$ cat src/rtl/mem_access_unit.sv
// Load/store unit: takes an ALU effective address, runs one request/acknowledge
// data-memory transaction, and returns a lane-steered, sign/zero-extended load result.
module mem_access_unit #(
    parameter int unsigned TIMEOUT = 255
) (
    input  logic        clk,
    input  logic        rst,
    input  logic        start,
    input  logic [5:0]  op,
    input  logic [31:0] addr,
    input  logic [31:0] wdata,
    output logic        busy,
    output logic        done,
    output logic [31:0] rdata_out,
    output logic        addr_err,
    output logic        bus_err,
    output logic        mem_req,
    output logic        mem_we,
    output logic [31:0] mem_addr,
    output logic [3:0]  mem_be,
    output logic [31:0] mem_wdata,
    input  logic        mem_ack,
    input  logic [31:0] mem_rdata
);

    typedef enum logic [1:0] {IDLE, REQ, FIN} state_t;

    localparam logic [8:0] TIMEOUT_CNT = 9'(TIMEOUT);

    state_t      state_q, state_d;
    logic [7:0]  cnt_q, cnt_d;
    logic [3:0]  op_q, op_d;          // op[3]=store, op[2]=unsigned, op[1:0]=size
    logic [1:0]  lo_q, lo_d;
    logic        busy_q, busy_d;
    logic        done_q, done_d;
    logic        addr_err_q, addr_err_d;
    logic        bus_err_q, bus_err_d;
    logic        req_q, req_d;
    logic        we_q, we_d;
    logic [31:0] maddr_q, maddr_d;
    logic [3:0]  be_q, be_d;
    logic [31:0] mwdata_q, mwdata_d;
    logic [31:0] rdata_q, rdata_d;

    logic        op_ok;
    logic        misaligned;
    logic [3:0]  be_calc;
    logic [31:0] wdata_calc;
    logic [7:0]  ld_byte;
    logic [15:0] ld_half;
    logic [31:0] ld_val;
    logic [8:0]  cnt_inc;

    always_comb begin
        op_ok = 1'b0;
        case (op)
            6'b100000, 6'b100100, 6'b100001, 6'b100101,
            6'b100011, 6'b101000, 6'b101001, 6'b101011: op_ok = 1'b1;
            default: op_ok = 1'b0;
        endcase
    end

    always_comb begin
        misaligned = 1'b0;
        be_calc    = 4'b1111;
        wdata_calc = wdata;
        case (op[1:0])
            2'b00: begin
                be_calc    = 4'b0001 << addr[1:0];
                wdata_calc = {4{wdata[7:0]}};
            end
            2'b01: begin
                misaligned = addr[0];
                be_calc    = addr[1] ? 4'b1100 : 4'b0011;
                wdata_calc = {2{wdata[15:0]}};
            end
            default: misaligned = (addr[1:0] != 2'b00);
        endcase
    end

    always_comb begin
        ld_byte = mem_rdata[7:0];
        case (lo_q)
            2'd0: ld_byte = mem_rdata[7:0];
            2'd1: ld_byte = mem_rdata[15:8];
            2'd2: ld_byte = mem_rdata[23:16];
            2'd3: ld_byte = mem_rdata[31:24];
            default: ld_byte = mem_rdata[7:0];
        endcase
        ld_half = lo_q[1] ? mem_rdata[31:16] : mem_rdata[15:0];
        case (op_q[1:0])
            2'b00:   ld_val = op_q[2] ? {24'b0, ld_byte} : {{24{ld_byte[7]}}, ld_byte};
            2'b01:   ld_val = op_q[2] ? {16'b0, ld_half} : {{16{ld_half[15]}}, ld_half};
            default: ld_val = mem_rdata;
        endcase
    end

    assign cnt_inc = {1'b0, cnt_q} + 9'd1;

    always_comb begin
        state_d    = state_q;
        cnt_d      = cnt_q;
        op_d       = op_q;
        lo_d       = lo_q;
        maddr_d    = maddr_q;
        be_d       = be_q;
        mwdata_d   = mwdata_q;
        rdata_d    = rdata_q;
        done_d     = 1'b0;
        addr_err_d = 1'b0;
        bus_err_d  = 1'b0;
        req_d      = 1'b0;
        we_d       = 1'b0;
        case (state_q)
            IDLE: begin
                if (start && op_ok) begin
                    op_d     = op[3:0];
                    lo_d     = addr[1:0];
                    maddr_d  = {addr[31:2], 2'b00};
                    be_d     = be_calc;
                    mwdata_d = wdata_calc;
                    if (misaligned) begin
                        state_d    = FIN;
                        done_d     = 1'b1;
                        addr_err_d = 1'b1;
                    end else begin
                        state_d = REQ;
                        req_d   = 1'b1;
                        we_d    = op[3];
                        cnt_d   = 8'd0;
                    end
                end
            end
            REQ: begin
                // An ack on the final allowed cycle still completes normally.
                if (mem_ack) begin
                    state_d = FIN;
                    done_d  = 1'b1;
                    if (!op_q[3]) rdata_d = ld_val;
                end else if (cnt_inc >= TIMEOUT_CNT) begin
                    state_d   = FIN;
                    done_d    = 1'b1;
                    bus_err_d = 1'b1;
                end else begin
                    cnt_d = cnt_inc[7:0];
                    req_d = 1'b1;
                    we_d  = we_q;
                end
            end
            FIN:     state_d = IDLE;
            default: state_d = IDLE;
        endcase
        busy_d = (state_d != IDLE);
    end

    always_ff @(posedge clk or posedge rst) begin
        if (rst) begin
            state_q    <= IDLE;
            cnt_q      <= '0;
            op_q       <= '0;
            lo_q       <= '0;
            busy_q     <= 1'b0;
            done_q     <= 1'b0;
            addr_err_q <= 1'b0;
            bus_err_q  <= 1'b0;
            req_q      <= 1'b0;
            we_q       <= 1'b0;
            maddr_q    <= '0;
            be_q       <= '0;
            mwdata_q   <= '0;
            rdata_q    <= '0;
        end else begin
            state_q    <= state_d;
            cnt_q      <= cnt_d;
            op_q       <= op_d;
            lo_q       <= lo_d;
            busy_q     <= busy_d;
            done_q     <= done_d;
            addr_err_q <= addr_err_d;
            bus_err_q  <= bus_err_d;
            req_q      <= req_d;
            we_q       <= we_d;
            maddr_q    <= maddr_d;
            be_q       <= be_d;
            mwdata_q   <= mwdata_d;
            rdata_q    <= rdata_d;
        end
    end

    assign busy      = busy_q;
    assign done      = done_q;
    assign addr_err  = addr_err_q;
    assign bus_err   = bus_err_q;
    assign mem_req   = req_q;
    assign mem_we    = we_q;
    assign mem_addr  = maddr_q;
    assign mem_be    = be_q;
    assign mem_wdata = mwdata_q;
    assign rdata_out = rdata_q;

endmodule

$ cat config.mk
export PLATFORM = sky130hd
export DESIGN_NAME = mem_access_unit
export DESIGN_NICKNAME = d
export VERILOG_FILES = /design/src/rtl/mem_access_unit.sv
export SDC_FILE = /design/constraint.sdc
export NUM_CORES = 1
export LEC_CHECK = 0
export CAP_MARGIN = 10
export CORE_ASPECT_RATIO = 1.5
export CORE_MARGIN = 8
export CORE_UTILIZATION = 25
export DETAILED_ROUTE_END_ITERATION = 12
export REMOVE_ABC_BUFFERS = 1
export SLEW_MARGIN = 25
export SYNTH_ARGS = -nofsm -noshare
export SYNTH_HDL_FRONTEND = slang
export SYNTH_SLANG_ARGS = --single-unit
$ cat constraint.sdc
create_clock -name clk -period 5.84 [get_ports clk]
set_input_delay 1.168 -clock clk [delete_from_list [all_inputs] [get_ports clk]]
set_output_delay 1.168 -clock clk [all_outputs]
set_load 0.01 [all_outputs]
==> flow_metrics.py <==
metrics = {
    "critical_path": {
        "crit_family": "compound AO/OA/AOI/OAI gates",
        "crit_path_end_kind": "register",
        "rr_worst_depth": 6,
        "r2r-end": "cnt_q[2]",
        "arrival_ns": 3.72,
        "cp_num_cells": 7,
        "critical_path_buf_inv_count": 2,
        "rrSetupSlack_ns": 3.17,
        "required_ns": 6.13,
        "r2r_start": "state_q[1]",
        "startpoint_type": "input port",
        "worstPathCellList": "clkdlybuf4s50_1 > nor4b_1 > o211ai_1 > buf_12 > o21bai_1 > and2_4 > a221o_1",
        "worstPathMaxFanout": 106,
        "cpMaxStageDelayCell": "nor4b_1",
        "path_class": "in2reg",
        "slowest_delay_ns": 0.63,
    },
    "die": {
        "fp.coreArea_um2": 22200,
        "fp.dieW_um": 139,
        "die_area_um2": 27700,
        "fp.dieH_um": 200,
        "num_io_pins": 212,
        "num_rows": 67,
        "start_util": 0.253,
    },
    "power_and_ir_drop": {
        "p_total_w": 0.00359,
        "ir_worst_vdd_mv": 0.228,
        "p_leak_nw": 3.71,
        "p_per_area_nw_per_um2": 416,
    },
    "route": {
        "wirelength_um": 17700,
        "drt_iter0_markers": 219,
        "post_drt_wl_per_cell_um": 17.0,
        "ant_nets": 0,
        "drtPass1Iterations": 6,
        "vias": 4734,
        "route.detailed.drc": 0,
        "via_per_inst": 4.53,
    },
    "yosys": {
        "yosys.area.top_type": "dfrtp_1",
        "synthCells": 559,
        "synth_edf_count": 0,
        "synthDominantCellAreaShare": 0.533,
        "ys_types": 47,
        "yosysWarnings": 0,
        "async_reset_ff_frac": 1.00,
        "syn_area_um2": 5630,
        "synth_area_leaders": "dfrtp_1, mux2_2, nand2_1",
        "yosysSeqAreaShare": 0.533,
        "synth_ff_type": "dfrtp_1",
        "ys_ff_latch": 120,
        "syn_avg_cell_area_um2": 10.1,
    },
    "sta": {
        "finalHoldViolCount": 0,
        "drv_slew": 0,
        "fmax_ghz": 0.292,
        "clock_skew_ns": 0.00791,
        "setup_viol_count_final": 0,
        "post-route-period-util": 0.586,
        "worst_pin_slew_ns": 0.817,
        "maxSlewHeadroom": 0.454,
        "rsz0062_at_grt": "false",
        "period_minus_slack_ns": 3.42,
        "setup_ws_ns": 2.42,
    },
    "global_route": {
        "grt-busiest-layer": "met2",
        "antenna_found_initial": 0,
        "gr-usage-met3": 0.0511,
        "grt_max_degree": 107,
        "grt_remaining_overflow": 0,
        "gr-usage-met1": 0.144,
        "grt_pass1_wl_um": 28100,
        "grt.total_usage": 0.129,
        "grt_util_met2": 0.215,
        "grt_pass1_vias": 4891,
    },
    "cts": {
        "htreeDepth": 4,
        "cts.clk_slew.worst_paths_ns": 0.06,
        "clkLatencyLatePin_ns": 0.41,
        "cts.sinks": 120,
        "ctsResizeCount": 0,
        "postCtsSetupBuffers": 0,
        "cts_hold_buf": 0,
        "clockBufferDepth": 2,
        "tritoncts": "done",
        "cts_root_buf": "clkbuf_16",
        "cts_buffers": 17,
    },
    "layout": {
        "final_cell_mix": "clkdlybuf4s50_1, dfrtp_1, nand2_1",
        "nNetsFinal": 863,
        "n_antenna_cell": 0,
        "regArea_um2": 3000,
        "postLayoutCellArea_um2": 8630,
        "final_common_cell": "clkdlybuf4s50_1",
        "fillCellCount": 2183,
        "multi_input_area_um2": 2370,
        "drive_gt1_frac": 0.126,
        "synthToLayoutAreaGrowth_pct": 53.3,
    },
    "worst_hold_path": {
        "hold_end": "rdata_out[26]",
        "hp-class": "reg2reg",
        "hold_depth": 2,
        "hp-start": "rdata_out[26]",
    },
    "placed_design": {
        "place_area_um2": 7940,
        "place_hpwl_um": 13100,
        "port_buffers": 209,
        "place.gp.congestion": 0.754,
        "dp_slack_ns": 1.98,
    },
    "flow_run": {
        "cap_violations": 0,
    },
    "run_status": {
        "status": "complete, no violations",
    },
}
==> final cells by class <==
cell class              count  area share
inverters                  17     0.00769
repair buffers            217       0.251
clock buffers              19      0.0525
multi-input cells         382       0.275
flip-flops and latches    120       0.348
clock inverters            13      0.0260
well taps                 276      0.0400
==> sequential cells by signal, indices dropped and copies added (netlist names), 2 cells and up <==
register,count
mem_wdata,32
rdata_out,32
mem_addr,30
cnt_q,8
mem_be,4
op_q,4
lo_q,2
state_q,2
==> through the flow <==
step	hold WS (ns)	util	cells	setup TNS (ns)
5_1_grt	0.496	0.388	1044	0
3_3_place_gp	0.460	0.357	1011	0
3_5_place_dp	0.469	0.357	1011	0
2_1_floorplan	0.443	-	519	-2.97
4_1_cts	0.481	0.388	1043	0
6_report	0.474	0.388	1044	0
==> worst max-delay path by stage <==
stage,from,to,slack (ns)
after floorplan,op[0],done,-0.23
after global placement,op[5],cnt_q[2],1.99
after detailed placement,op[5],cnt_q[2],1.98
after CTS,op[5],cnt_q[2],2.43
after global routing,op[1],cnt_q[6],2.23
final,op[5],cnt_q[2],2.42
==> cells by family (layout without fill, tap and decap cells) <==
| group | Yosys count | count (layout) | share of synthesized area |
|---|---|---|---|
| simple gates | 156 | 156 | 0.123 |
| compound gates | 152 | 152 | 0.156 |
| flops | 120 | 120 | 0.533 |
| mux | 70 | 70 | 0.136 |
| buf+inv | 58 | 266 | 0.0467 |
| fa+ha+maj | 2 | 2 | 0.00444 |
| other cells | 1 | 2 | 0.000666 |
==> per-layer routing <==
| metal | up-vias | part of all wire |
|---|---|---|
| met5 | - | 0 |
| met4 | 0 | 0.026 |
| met3 | 23 | 0.081 |
| met2 | 151 | 0.50 |
| met1 | 2220 | 0.40 |
| li1 | 2340 | - |
==> synth_stat cells, types with 7 or more instances <==
master / instances
mux2_2: 42
clkbuf_1: 25
a221oi_1: 7
a31oi_1: 8
a21oi_1: 37
o22ai_1: 8
mux2i_1: 27
nor3_1: 10
inv_1: 17
dfrtp_1: 120
o21ai_0: 70
nor2_1: 22
nand2_1: 94
==> tightest hold or removal path, delay by kind of cell (launching register included) <==
family / cells / cell delay (ns)
AND/OR/NAND/NOR: 1 / 0.04
AO/OA/AOI/OAI: 1 / 0.06
flip-flops: 1 / 0.34
==> power breakdown <==
group	switching [W]	internal, W	total, W
Clock	0.000389	0.000820	0.00121
Combinational	0.000513	0.000642	0.00115
Sequential	0.000148	0.00108	0.00122
Total	0.00105	0.00254	0.00359
No activity file was read; power rests on OpenSTA's default activity.
